[src/rtl/mem_wb_stage.sv]
// Memory-to-writeback pipeline register: load extraction, writeback source select,
// register-file write port and the 64-bit retired-instruction counter.
module mem_wb_stage (
  input  logic        clk,
  input  logic        reset,
  input  logic        stall,
  input  logic        flush,
  input  logic        mem_valid,
  input  logic [4:0]  mem_rd,
  input  logic        mem_reg_write,
  input  logic [1:0]  mem_wb_sel,
  input  logic [2:0]  mem_funct3,
  input  logic [31:0] mem_alu_result,
  input  logic [31:0] mem_load_data,
  input  logic [31:0] mem_pc_plus4,
  output logic [4:0]  wb_rd,
  output logic [31:0] wb_write_data,
  output logic        wb_wr_en,
  output logic        wb_valid,
  output logic [63:0] instret
);

  localparam int unsigned XLEN = 32;

  logic [XLEN-1:0] load_ext;
  logic [XLEN-1:0] sel_data;
  logic [7:0]      ld_byte;
  logic [15:0]     ld_half;

  logic            valid_d, valid_q;
  logic            reg_write_d, reg_write_q;
  logic [4:0]      rd_d, rd_q;
  logic [XLEN-1:0] data_d, data_q;
  logic [63:0]     instret_d, instret_q;

  // Misaligned halfword/word accesses are not trapped: the low offset bits are ignored.
  always_comb begin
    ld_byte  = 8'h00;
    ld_half  = 16'h0000;
    load_ext = mem_load_data;
    case (mem_alu_result[1:0])
      2'd0:    ld_byte = mem_load_data[7:0];
      2'd1:    ld_byte = mem_load_data[15:8];
      2'd2:    ld_byte = mem_load_data[23:16];
      default: ld_byte = mem_load_data[31:24];
    endcase
    ld_half = mem_alu_result[1] ? mem_load_data[31:16] : mem_load_data[15:0];
    case (mem_funct3)
      3'b000:  load_ext = {{24{ld_byte[7]}}, ld_byte};
      3'b001:  load_ext = {{16{ld_half[15]}}, ld_half};
      3'b100:  load_ext = {24'h000000, ld_byte};
      3'b101:  load_ext = {16'h0000, ld_half};
      default: load_ext = mem_load_data;
    endcase
  end

  always_comb begin
    sel_data = mem_alu_result;
    case (mem_wb_sel)
      2'b01:   sel_data = load_ext;
      2'b10:   sel_data = mem_pc_plus4;
      default: sel_data = mem_alu_result;
    endcase
  end

  always_comb begin
    valid_d     = valid_q;
    reg_write_d = reg_write_q;
    rd_d        = rd_q;
    data_d      = data_q;
    if (flush) begin
      valid_d     = 1'b0;
      reg_write_d = 1'b0;
      rd_d        = '0;
      data_d      = '0;
    end else if (!stall) begin
      valid_d     = mem_valid;
      reg_write_d = mem_reg_write;
      rd_d        = mem_rd;
      data_d      = sel_data;
    end
    // Count the instruction as it leaves WB; a flush also moves it out.
    instret_d = instret_q + {63'd0, valid_q & (flush | ~stall)};
  end

  always_ff @(posedge clk) begin
    if (reset) begin
      valid_q     <= 1'b0;
      reg_write_q <= 1'b0;
      rd_q        <= '0;
      data_q      <= '0;
      instret_q   <= '0;
    end else begin
      valid_q     <= valid_d;
      reg_write_q <= reg_write_d;
      rd_q        <= rd_d;
      data_q      <= data_d;
      instret_q   <= instret_d;
    end
  end

  assign wb_rd         = rd_q;
  assign wb_write_data = data_q;
  assign wb_valid      = valid_q;
  assign instret       = instret_q;
  assign wb_wr_en      = valid_q & reg_write_q & (rd_q != 5'd0);

endmodule
[config.mk]
export PLATFORM = sky130hd
export DESIGN_NAME = mem_wb_stage
export DESIGN_NICKNAME = d
export VERILOG_FILES = /design/src/rtl/mem_wb_stage.sv
export SDC_FILE = /design/constraint.sdc
export NUM_CORES = 1
export LEC_CHECK = 0
export ABC_CLOCK_PERIOD_IN_PS = 7500
export CORE_ASPECT_RATIO = 0.8
export CORE_MARGIN = 4
export CORE_UTILIZATION = 47
export CTS_CLUSTER_SIZE = 8
export DETAILED_ROUTE_END_ITERATION = 10
export PLACE_DENSITY = 0.87
export SETUP_SLACK_MARGIN = 0.2
export SLEW_MARGIN = 10
export SYNTH_ARGS = -nofsm -noshare
export SYNTH_HDL_FRONTEND = slang
export SYNTH_SLANG_ARGS = --single-unit
[constraint.sdc]
create_clock -name clk -period 7.5 [get_ports clk]
set_input_delay 1.125 -clock clk [delete_from_list [all_inputs] [get_ports clk]]
set_output_delay 1.125 -clock clk [all_outputs]
set_load 0.1 [all_outputs]
Yosys cells after proc, flatten, opt, wreduce, memory -nomap -nowiden
Cells that the tools add are included.
{"block": "totals", "register_bits": 103, "out_inout_bits": 103, "word_cells": 26}
{"block": "op_classes", "addsub": 1, "eq_ne": 7, "n_mux": 4, "bitwise": 5, "reduce_logical": 4}
{"operator": "one-hot mux 32 bit (4 select lines)", "count": 1}
{"operator": "adder 64 x 1 -> 64 bit", "count": 1}
{"operator": "one-hot mux 32 bit (2 select lines)", "count": 1}
{"operator": "one-hot mux 8 bit (3 select lines)", "count": 1}
{"operator": "2-to-1 mux 16 bit", "count": 1}
{"operator": "equality test 3 bit (second input constant)", "count": 2}
{"operator": "nonzero test 5 bit", "count": 1}
{"operator": "equality test 2 x 1 -> 1 bit (second input constant)", "count": 2}
{"operator": "equality test 2 bit (second input constant)", "count": 2}
{"operator": "AND 1 bit", "count": 3}
{"operator": "equality test 3 x 1 -> 1 bit (second input constant)", "count": 1}
{"operator": "zero test 3 bit", "count": 1}
{"operator": "zero test 2 bit", "count": 1}
{"operator": "OR reduction 2 bit", "count": 1}
{"operator": "NOT 1 bit", "count": 1}
{"operator": "OR 1 bit", "count": 1}

Depth between registers and ports, before layout
{"block": "logic_depth", "ltp_word": 4, "mapped_depth": 11}

Worst setup path after synthesis
No wires, ideal clock.
{"block": "synth_path", "path_kind": "input port to flip-flop", "startpoint": "input stall", "endpoint": "register instret_q[52], in the netlist instret[52]", "setup_time_ns": 0.070, "t_arrival_ns": 3.489, "required_time_ns": 7.430, "slack_ns": 3.940, "cell_stages": 11, "path_cell_list": "inv_1 > clkbuf_1 > o21a_1 > ha_1 > ha_1 > nand4_1 > nor4_4 > nand4_1 > buf_2 > or3_1 > a21oi_1"}
{"block": "synth_via", "elab_chain_cells": 4}
{"element": "from (decl)", "line_no": "6", "text": "input logic stall,"}
{"element": "NOT 1 bit", "line_no": "83", "text": "instret_d = instret_q + {63'd0, valid_q & (flush | ~stall)};"}
{"element": "OR 1 bit", "line_no": "83"}
{"element": "AND 1 bit", "line_no": "83"}
{"element": "adder 64 x 1 -> 64 bit", "line_no": "83"}
{"element": "to (signal assigned)", "line_no": "98", "text": "instret_q <= instret_d;"}
{"element": "to (decl)", "line_no": "34", "text": "logic [63:0] instret_d, instret_q;"}
No other way between the ends.
A chain may end at the register's enable or synchronous reset.

Worst setup path in the final report
{"block": "layout_path", "startpoint": "input stall", "endpoint": "register instret_q[58], in the netlist instret[58]"}
The elaborated chain is that of the path after synthesis.

==> impl_metrics.tcl <==
set metrics [dict create \
    fin_nets 939 \
    hold_class "flip-flop to flip-flop" \
    setup_viol 0 \
    slew_headroom_pct 18.7 \
    max_freq_mhz 179 \
    path_delay_family "simple AND/OR/NAND/NOR gates" \
    rsz0062_at_grt "false" \
    power_density_nw_per_um2 166 \
    cts-hold-fix-buffers 0 \
    wl_met2_mm 8.41 \
    ys_warn_count 0 \
    status "finished, final reports clean" \
    postCtsSetupRepairBufs 0 \
    tightest_slew_ps 1210 \
    top_layer_used "met4" \
    synth_flop_cell "dfxtp_1" \
    wire_per_inst_um 18.2 \
    fill_cells 884 \
    startpoint_type "primary input" \
    hold_path_depth 2 \
    syn_area_um2 5230 \
    cts.path.max_buffers 2 \
    yosys.area.top_type "dfxtp_1" \
    crit_path_end_kind "flip-flop" \
    required_ps 7760 \
    drt_pass1_iterations 5 \
    numCtsBuffers 9 \
    htree_levels 3 \
    final_cell_mix "clkdlybuf4s50_1, dfxtp_1, nor2_1" \
    hpwl_mm 13.2 \
    antenna_found_initial 0 \
    grt.overflow.total 0 \
    period_minus_slack_ps 5600 \
    fin_skew_ps 5.37 \
    yosysSeqAreaShare_pct 39.4 \
    path_clk_slew_ps 70 \
    grt_use_total_pct 26.6 \
    drv_cap 0 \
    period_share_pct 74.7 \
    avgSynthCellArea_um2 8.24 \
    cts-root-buf "clkbuf_16" \
    drt-initial-drc-count 361 \
    drive_gt1_share_pct 4.47 \
    synth-seq-cells 103 \
    tns_ps 0 \
    antenna_cells 0 \
    path_max_fanout 33 \
    finalPower_mw 1.28 \
    holdWs_ps 503 \
    synthDistinctLibCells 48 \
    gp_congestion 0.930 \
    final_common_cell "clkdlybuf4s50_1" \
    ff2ff_path_depth 8 \
    critPathKind "primary input to flip-flop" \
    grt_pass1_wl_mm 28.0 \
    grt_pass1_vias 5467 \
    clock_sinks 103 \
    portBuffers 214 \
    yosys-top-cells-area "dfxtp_1, a21oi_1, nor2_1, o221ai_1, xor2_1" \
    dr_wl_met3_mm 1.30 \
    worstPathArrival_ps 5860 \
    crit_buf_inv 2 \
    drc 0 \
    drtAntennaViolNets 0 \
    syn2layout_area_growth_pct 47.6 \
    critical_path.max_stage_delay_ps 940 \
    dieArea_um2 12900 \
    syn_inst 635 \
    path_cells "clkdlybuf4s50_1 -> inv_1 -> o21a_1 -> ha_1 -> ha_1 -> nand4_1 -> nor4_4 -> nand4_1 -> or4_1 -> a21oi_1" \
    grt_max_degree 67 \
    cts_tree "yes" \
    clk_latency_ps 340 \
    fp.dieW_um 126 \
    async_flop_share_pct 0 \
    wl_mm 17.6 \
    met1_length_mm 7.41 \
    via_count 5677 \
    finalHoldViolations 0 \
    synth_top_area_share_pct 39.4 \
    viasPerCell 5.84 \
    cts_resized 0 \
    slowest_stage "inv_1" \
    io_pins 215 \
    core.rowCount 34 \
    synth_edf_count 0 \
    cp.depth 10 \
    die_y_um 102 \
    synth_fp_nets 751 \
    total_leakage_power_nw 2.70 \
    slew_violations 0 \
    initial_utilization_pct 48.0 \
    core_um2 10900 \
    ir_drop_v 0.000134 \
]
-- layer usage --
layer / GRT usage (%) / up-vias
met5: 0 / -
met4: 8.99 / 0
met3: 5.43 / 40
met2: 44.7 / 270
met1: 34.6 / 2665
li1: - / 2702
-- tightest hold or removal path: cells and delay by family, from the launching register on --
kind | cells | cell delay [ps]
AO/OA/AOI/OAI | 2 | 130
flip-flops | 1 | 320
-- metrics by stage --
step | cell area [um2] | cells | setup slack (ps) | util [%]
floorplan | 5230 | 635 | 3940 | -
global placement | 7420 | 956 | 1790 | 68.1
detailed placement | 7420 | 956 | 1590 | 68.1
CTS | 7720 | 972 | 1910 | 70.9
global route | 7720 | 972 | 1520 | 70.9
finish | 7720 | 972 | 1900 | 70.9
-- state kept, by name, indices dropped and copies added, names as in the netlist --
signal / count
reg_write_q: 1
instret: 64
wb_write_data: 32
wb_valid: 1
wb_rd: 5
-- path summary, 6_finish.rpt --
check | start | endpoint | slack (ps)
worst max register to register | wb_valid | instret[58] | 4080
worst min-delay path | instret[63] | instret[63] | 500
worst min register to register | instret[63] | instret[63] | 500
worst max-delay path | stall | instret[58] | 1900
-- report_power, final --
group | switching, mW | internal (mW)
clock network | 0.199 | 0.278
registers | 0.00607 | 0.557
logic | 0.146 | 0.0943
-- synth_stat cells, drive strengths merged, types with 2 or more instances --
cell,n
nor3,13
nor2b,12
o22ai,7
a211oi,2
and3,5
xor2,27
or3,25
and2,3
or2,3
nand2,43
o31ai,9
xnor2,10
inv,12
ha,4
nand3,27
and4,2
a21oi,73
nand2b,2
nor2,75
o21ai,32
o221ai,30
mux2i,8
buf,5
or4,2
a22oi,16
nor4,5
dfxtp,103
nand4,28
clkbuf,36
o31a,7
-- cell type report --
cell class	instances	area, um2	share of cell area, %
multi-input cells	478	2960	38.4
repair buffers	218	2170	28.1
flip-flops and latches	103	2060	26.7
clock buffers	14	264	3.42
well taps	144	180	2.33
inverters	13	48.8	0.632
clock inverters	2	38.8	0.502
-- kinds of logic (layout without fill, tap and decap cells) --
family / Yosys count / count (layout) / share of synthesized area (%)
AND/OR/NAND/NOR: 247 / 247 / 25.7
adder cells (fa/ha/maj): 4 / 4 / 0.957
flip-flops: 103 / 103 / 39.4
XOR/XNOR: 37 / 37 / 6.19
buffers and inverters: 54 / 247 / 3.97
AO/OA/AOI/OAI: 180 / 180 / 21.6
multiplexers: 10 / 10 / 2.18
Power figures use the tool's default switching activity.
==> RTL change 1 (same flow settings) <==
Reset style: asynchronous (`reset`), changed in one clocked block.
--- a/src/rtl/mem_wb_stage.sv
+++ b/src/rtl/mem_wb_stage.sv
@@ -83,7 +83,7 @@
     instret_d = instret_q + {63'd0, valid_q & (flush | ~stall)};
   end
 
-  always_ff @(posedge clk) begin
+  always_ff @(posedge clk or posedge reset) begin
     if (reset) begin
       valid_q     <= 1'b0;
       reg_write_q <= 1'b0;
Check against the original RTL: differs if reset is asserted again (counterexample within 4 cycles, from zero or initial values and one cycle with reset high); with reset held inactive, the same outputs for 10 cycles.
==> RTL change 1 against the original RTL <==
Design area increased by 5.3%. Register-to-register slack improved by 1100 ps. Area after synthesis grew 7.1%. Clock power is essentially flat. Total power is 22% higher. First-iteration DRC count up 46%. Sequential cell count unchanged. Wire length grew 14%. Setup slack improved by 1100 ps. Largest power group unchanged.
==> RTL change 1: results (changes against the original RTL) <==
Parameter                              Value

Global route
  Vias in the first global route    5717 (+4.6%)
  Routing usage on met3    6.028% (+0.59 points)
  Routing usage on met1    40.21% (+5.6 points)
  Global-route wire length before repair    31.62 mm (+13%)
  Pin count of the biggest net entering global routing    65 (-3.0%)
  Met2 usage    46.30% (+1.6 points)
  Tot GR Track Use    29.20% (+2.6 points)

Yosys
  Fraction of synthesis flops using an asynchronous set or reset pin    100.0% (+100 points)
  Post-Synthesis Net Count    663 (-12%)
  Area contributors post-synth    sky130_fd_sc_hd__dfrtp_1 46%, sky130_fd_sc_hd__xnor2_1 7.0%, sky130_fd_sc_hd__o221ai_1 4.7%
  Leading post-synthesis cells by instance count    103 x sky130_fd_sc_hd__dfrtp_1, 45 x sky130_fd_sc_hd__xnor2_1, 33 x sky130_fd_sc_hd__nand3_1, 33 x sky130_fd_sc_hd__nor2_1, 30 x sky130_fd_sc_hd__o221ai_1
  Synth Area in Compound Gates    19.03% (-2.6 points)
  Mux share of post-synthesis cell area    3.440% (+1.3 points)
  Synthesized-area fraction occupied by adder cells    0.8935% (-0.063 points)
  Share of the synthesized netlist area taken by xor and xnor gates    9.694% (+3.5 points)
  Leading register cell type out of synthesis    sky130_fd_sc_hd__dfrtp_1
  Share of the yosys chip area belonging to registers    46.01% (+6.6 points)
  Number of distinct library cells after synthesis    51 (+6.3%)

Detailed routing
  Detailed-route wire length per cell    22.34 µm (+23%)
  Routed metal-1 wirelength    8.190 mm (+11%)
  TritonRoute pass-1 iters    6 (+1)
  1st-iter DRT viols    528 (+46%)
  DR WL met3    1.647 mm (+27%)
  Avg Vias per Cell    6.273 (+7.4%)
  Routed met2 length    9.543 mm (+13%)

Setup path
  Logic depth of the worst register-to-register path    7 (-1)
  Peak fanout along the critical path    31 (-6.1%)
  Launching point of the worst reg2reg path    wb_valid
  Destination of the worst register-to-register timing path    instret[61]
  Family with the most delay on the worst path    buffers and inverters
  Cell type of the slowest stage on the worst timing path    sky130_fd_sc_hd__ha_1
  Worst path max stage delay    1050 ps (+110 ps)
  Crit path DAT    4710 ps (-1150 ps)
  Reg-to-reg slack, setup    5180 ps (+1100 ps)

Finish
  Antenna diode count    0 (unchanged)
  Fraction of layout cells with a size suffix above 1    6.542% (+2.1 points)
  Number of nets in the finished design    860 (-8.4%)

Timing
  Max transition margin    23.42% (+4.7 points)
  Post-Route Skew    7.761 ps (+2.395 ps)

Min path
  Hold endpoint    instret[63]
  Min-delay src    instret[63]

Placed design
  Detailed-placement wirelength estimate    14.85 mm (+12%)
  GPL Wtd Cong    0.9686 (+4.1%)

Power and ir drop
  Static leakage    0.003337 µW (+23%)

Clock network
  Level count of the clock H-tree    3 (unchanged)

Outcome
  Status    finished clean
[RTL change 1: logic make-up (layout without fill, tap and decap cells)]
group,count (synthesis),count (layout)
DFF,103,103
xor gates and xnor gates,62,62
and+or+nand+nor,158,158
muxes,17,17
adders and majority gates,4,4
buffers and inverters,55,257
AOI/OAI and AO/OA,148,148
[RTL change 1: area by class of cell]
type / count / area [µm²]
Clock buffer: 10 / 239.0
Clock inverter: 6 / 62.56
Fill cell: 875 / 3470
Inverter: 21 / 81.33
Multi-Input combinational cell: 389 / 2803
Sequential cell: 103 / 2577
Tap cell: 148 / 185.2
Timing Repair Buffer: 220 / 2187
[RTL change 1: per-stage QoR]
step	instance area, µm²	setup slack, ps	cells	hold WS [ps]	util (%)
after floorplan	5602	3671	547	489.5	-
after global placement	7834	2902	881	456.2	67.50
after detailed placement	7834	2821	881	462.3	67.50
after CTS	8135	3187	897	472.9	70.10
after global routing	8135	2825	897	484.2	70.10
final	8135	3043	897	472.5	70.10
[RTL change 1: how the worst max path moves through the flow]
| stage | to | startpoint | slack, ps |
|---|---|---|---|
| floorplan | instret[0] | reset | 3670 |
| global placement | wb_write_data[4] | mem_wb_sel[0] | 2900 |
| detailed placement | wb_write_data[2] | mem_wb_sel[0] | 2820 |
| CTS | wb_write_data[2] | mem_wb_sel[0] | 3190 |
| global route | wb_write_data[0] | mem_wb_sel[0] | 2830 |
| finish | wb_write_data[3] | mem_wb_sel[0] | 3040 |
[RTL change 1: report_power, final]
| group | total, µW | switching, µW | leakage [µW] | internal, µW |
|---|---|---|---|---|
| clock | 478 | 234 | 0.000148 | 244 |
| combinational | 471 | 330 | 0.00182 | 141 |
| sequential | 609 | 25.3 | 0.00137 | 583 |
==> RTL change 2 (same flow settings) <==
Made on the original files. Take the reset off `instret_q` and load it in a clocked block of its own.
--- a/src/rtl/mem_wb_stage.sv
+++ b/src/rtl/mem_wb_stage.sv
@@ -89,14 +89,16 @@
       reg_write_q <= 1'b0;
       rd_q        <= '0;
       data_q      <= '0;
-      instret_q   <= '0;
     end else begin
       valid_q     <= valid_d;
       reg_write_q <= reg_write_d;
       rd_q        <= rd_d;
       data_q      <= data_d;
-      instret_q   <= instret_d;
     end
+  end
+
+  always_ff @(posedge clk) begin
+    instret_q <= instret_d;
   end
 
   assign wb_rd         = rd_q;
Function: differs if reset is asserted again (counterexample within 4 cycles, from zero or initial values and one cycle with reset high); with reset held inactive, the same outputs for 10 cycles.
==> RTL change 2 against the original RTL <==
Wire length decreased by 4.9%. Final cell count is 10% lower. Clock power fell by 8.2%. First-iteration DRC count up 6.9%. Sequential cell count stayed put. Die area fell by 7.0%. Total power increased by 4.9%. Core utilization rose by 3.5 points. Count of clock-buffer cells in the layout down 5. Design area is 5.1% lower. Setup slack better by 1400 ps. Sequential share of layout area rose by 1.4 points. Area after synthesis decreased by 7.5%. Critical endpoint is now instret[58]. Largest cell class unchanged. Highest routed layer unchanged.
==> RTL change 2: results (changes against the original RTL) <==
Parameter                              Value

Outcome
  Status    finished clean

Yosys
  Area contributors post-synth    sky130_fd_sc_hd__dfxtp_1 43%, sky130_fd_sc_hd__xnor2_1 6.7%, sky130_fd_sc_hd__xor2_1 4.5%
  Post-Synthesis Net Count    649 (-14%)
  Count of yosys warnings during synthesis    0 (unchanged)
  Share of the yosys chip area belonging to registers    42.62% (+3.2 points)
  Leading post-synthesis cells by instance count    103 x sky130_fd_sc_hd__dfxtp_1, 40 x sky130_fd_sc_hd__nand2_1, 37 x sky130_fd_sc_hd__nor2_1, 37 x sky130_fd_sc_hd__xnor2_1, 33 x sky130_fd_sc_hd__a21oi_1
  Fraction of synthesis flops using an asynchronous set or reset pin    0% (unchanged)
  Number of distinct library cells after synthesis    50 (+4.2%)

Finish
  Number of nets in the finished design    848 (-9.7%)
  Max reg flops    64 (unchanged)
  Antenna diode count    0 (unchanged)
  Fraction of layout cells with a size suffix above 1    4.891% (+0.42 points)
  Fillers    730 (-17%)

Clock network
  Maximum buffer depth of the clock tree    2 (unchanged)
  Clock root buffer    sky130_fd_sc_hd__clkbuf_16
  TritonCTS Buffers    9 (unchanged)
  Clock transition time at the flip-flop clock pins of the worst setup and hold paths    70 ps (about the same)
  Level count of the clock H-tree    3 (unchanged)
  Worst-Skew Late Latency    340 ps (about the same)
  Buffers inserted during post-CTS setup optimization    0 (unchanged)

Setup path
  Family with the most delay on the worst path    buffers and inverters
  Launching point of the worst reg2reg path    wb_valid
  Reg-to-reg slack, setup    5000 ps (+920 ps)
  Crit path DAT    4480 ps (-1380 ps)
  Peak fanout along the critical path    34 (+3.0%)
  Logic depth of the worst register-to-register path    8 (unchanged)
  Cell type of the slowest stage on the worst timing path    sky130_fd_sc_hd__clkdlybuf4s50_1
  Worst path max stage delay    780 ps (-160 ps)
  Destination of the worst register-to-register timing path    instret[58]

Min path
  Hold endpoint    wb_write_data[12]
  Min-delay src    wb_write_data[12]
  Hold Path Stages    2 (unchanged)
  Type of the worst min-delay path    reg2reg

Detailed routing
  Avg Vias per Cell    5.796 (-0.76%)
  1st-iter DRT viols    386 (+6.9%)
  Final wirelength    16.78 mm (-4.9%)
  TritonRoute pass-1 iters    5 (unchanged)

Power and ir drop
  VDD IR max    0.0001465 V (+9.0%)
  Net Switching    439.2 µW (+25%)
  Static leakage    0.002736 µW (+1.3%)

Placed design
  Count of input and output buffers    214 (unchanged)
  Detailed-placement wirelength estimate    13.02 mm (-1.5%)
  Worst setup slack after placement    2974 ps (+1383 ps)
  GPL Wtd Cong    0.9731 (+4.6%)

Timing
  Post-Route Skew    5.305 ps (-0.06178 ps)
  Transition at the pin with the smallest max-transition slack    1270 ps (+54.87 ps)

Global route
  Global-route wire length before repair    26.36 mm (-5.7%)
  Number of antenna violations at the first check in global routing    0 (unchanged)
  Tot GR Track Use    27.56% (+0.95 points)
  Vias in the first global route    5036 (-7.9%)
  Pin count of the biggest net entering global routing    35 (-48%)
## RTL change 2: final cells by class
class,instances,area share [%]
Multi-Input combinational cell,387,35.59
Clock buffer,9,3.071
Clock inverter,6,0.7166
Timing Repair Buffer,216,29.41
Tap cell,136,2.320
Sequential cell,103,28.12
Inverter,15,0.7678
## RTL change 2: worst max-delay path by stage
stage / from / end / slack [ps]
2_1_floorplan: stall / instret[44] / 4210
3_3_place_gp: stall / instret[56] / 3140
3_5_place_dp: stall / instret[62] / 2970
4_1_cts: stall / instret[58] / 3290
5_1_grt: stall / instret[58] / 2930
6_report: stall / instret[58] / 3280
## RTL change 2: kinds of logic after synthesis
logic type / share of synthesized area [%]
compound gates: 18.28
xor+xnor: 11.22
flops: 42.62
buf+inv: 3.439
simple gates: 19.96
fa+ha+maj: 1.034
mux: 3.439
## RTL change 2: metal layers
layer  up-vias  GRT usage, %  routed length, µm
li1       2368             -                  -
met1      2380         33.08               6472
met4         0         11.97                637
met2       268         45.61               8063
met3        38         8.434               1604
met5         -             0                  0
## RTL change 2: power by group through the flow
stage                     clock network [µW]  logic (µW)  registers, µW
after global placement                     0         318            594
after detailed placement                   0         320            595
after global routing                     468         336            585
after floorplan                            0        67.5            723
after CTS                                448         321            583
final                                    439         322            583
## RTL change 2: tightest hold or removal path: cells and delay by family, from the launching register on
family             cells  cell delay [ps]
DFF                    1              320
and+or+nand+nor        1               60
AOI/OAI and AO/OA      1               60
## RTL change 2: metrics by stage
| stage | util (%) | cells | cell area [µm²] | hold slack (ps) |
|---|---|---|---|---|
| final | 74.45 | 872 | 7333 | 478.1 |
| after floorplan | - | 533 | 4838 | 463.7 |
| after global placement | 71.63 | 857 | 7056 | 443.1 |
| after detailed placement | 71.63 | 857 | 7056 | 461.1 |
| after global routing | 74.45 | 872 | 7333 | 495.1 |
| after CTS | 74.45 | 872 | 7333 | 477.1 |
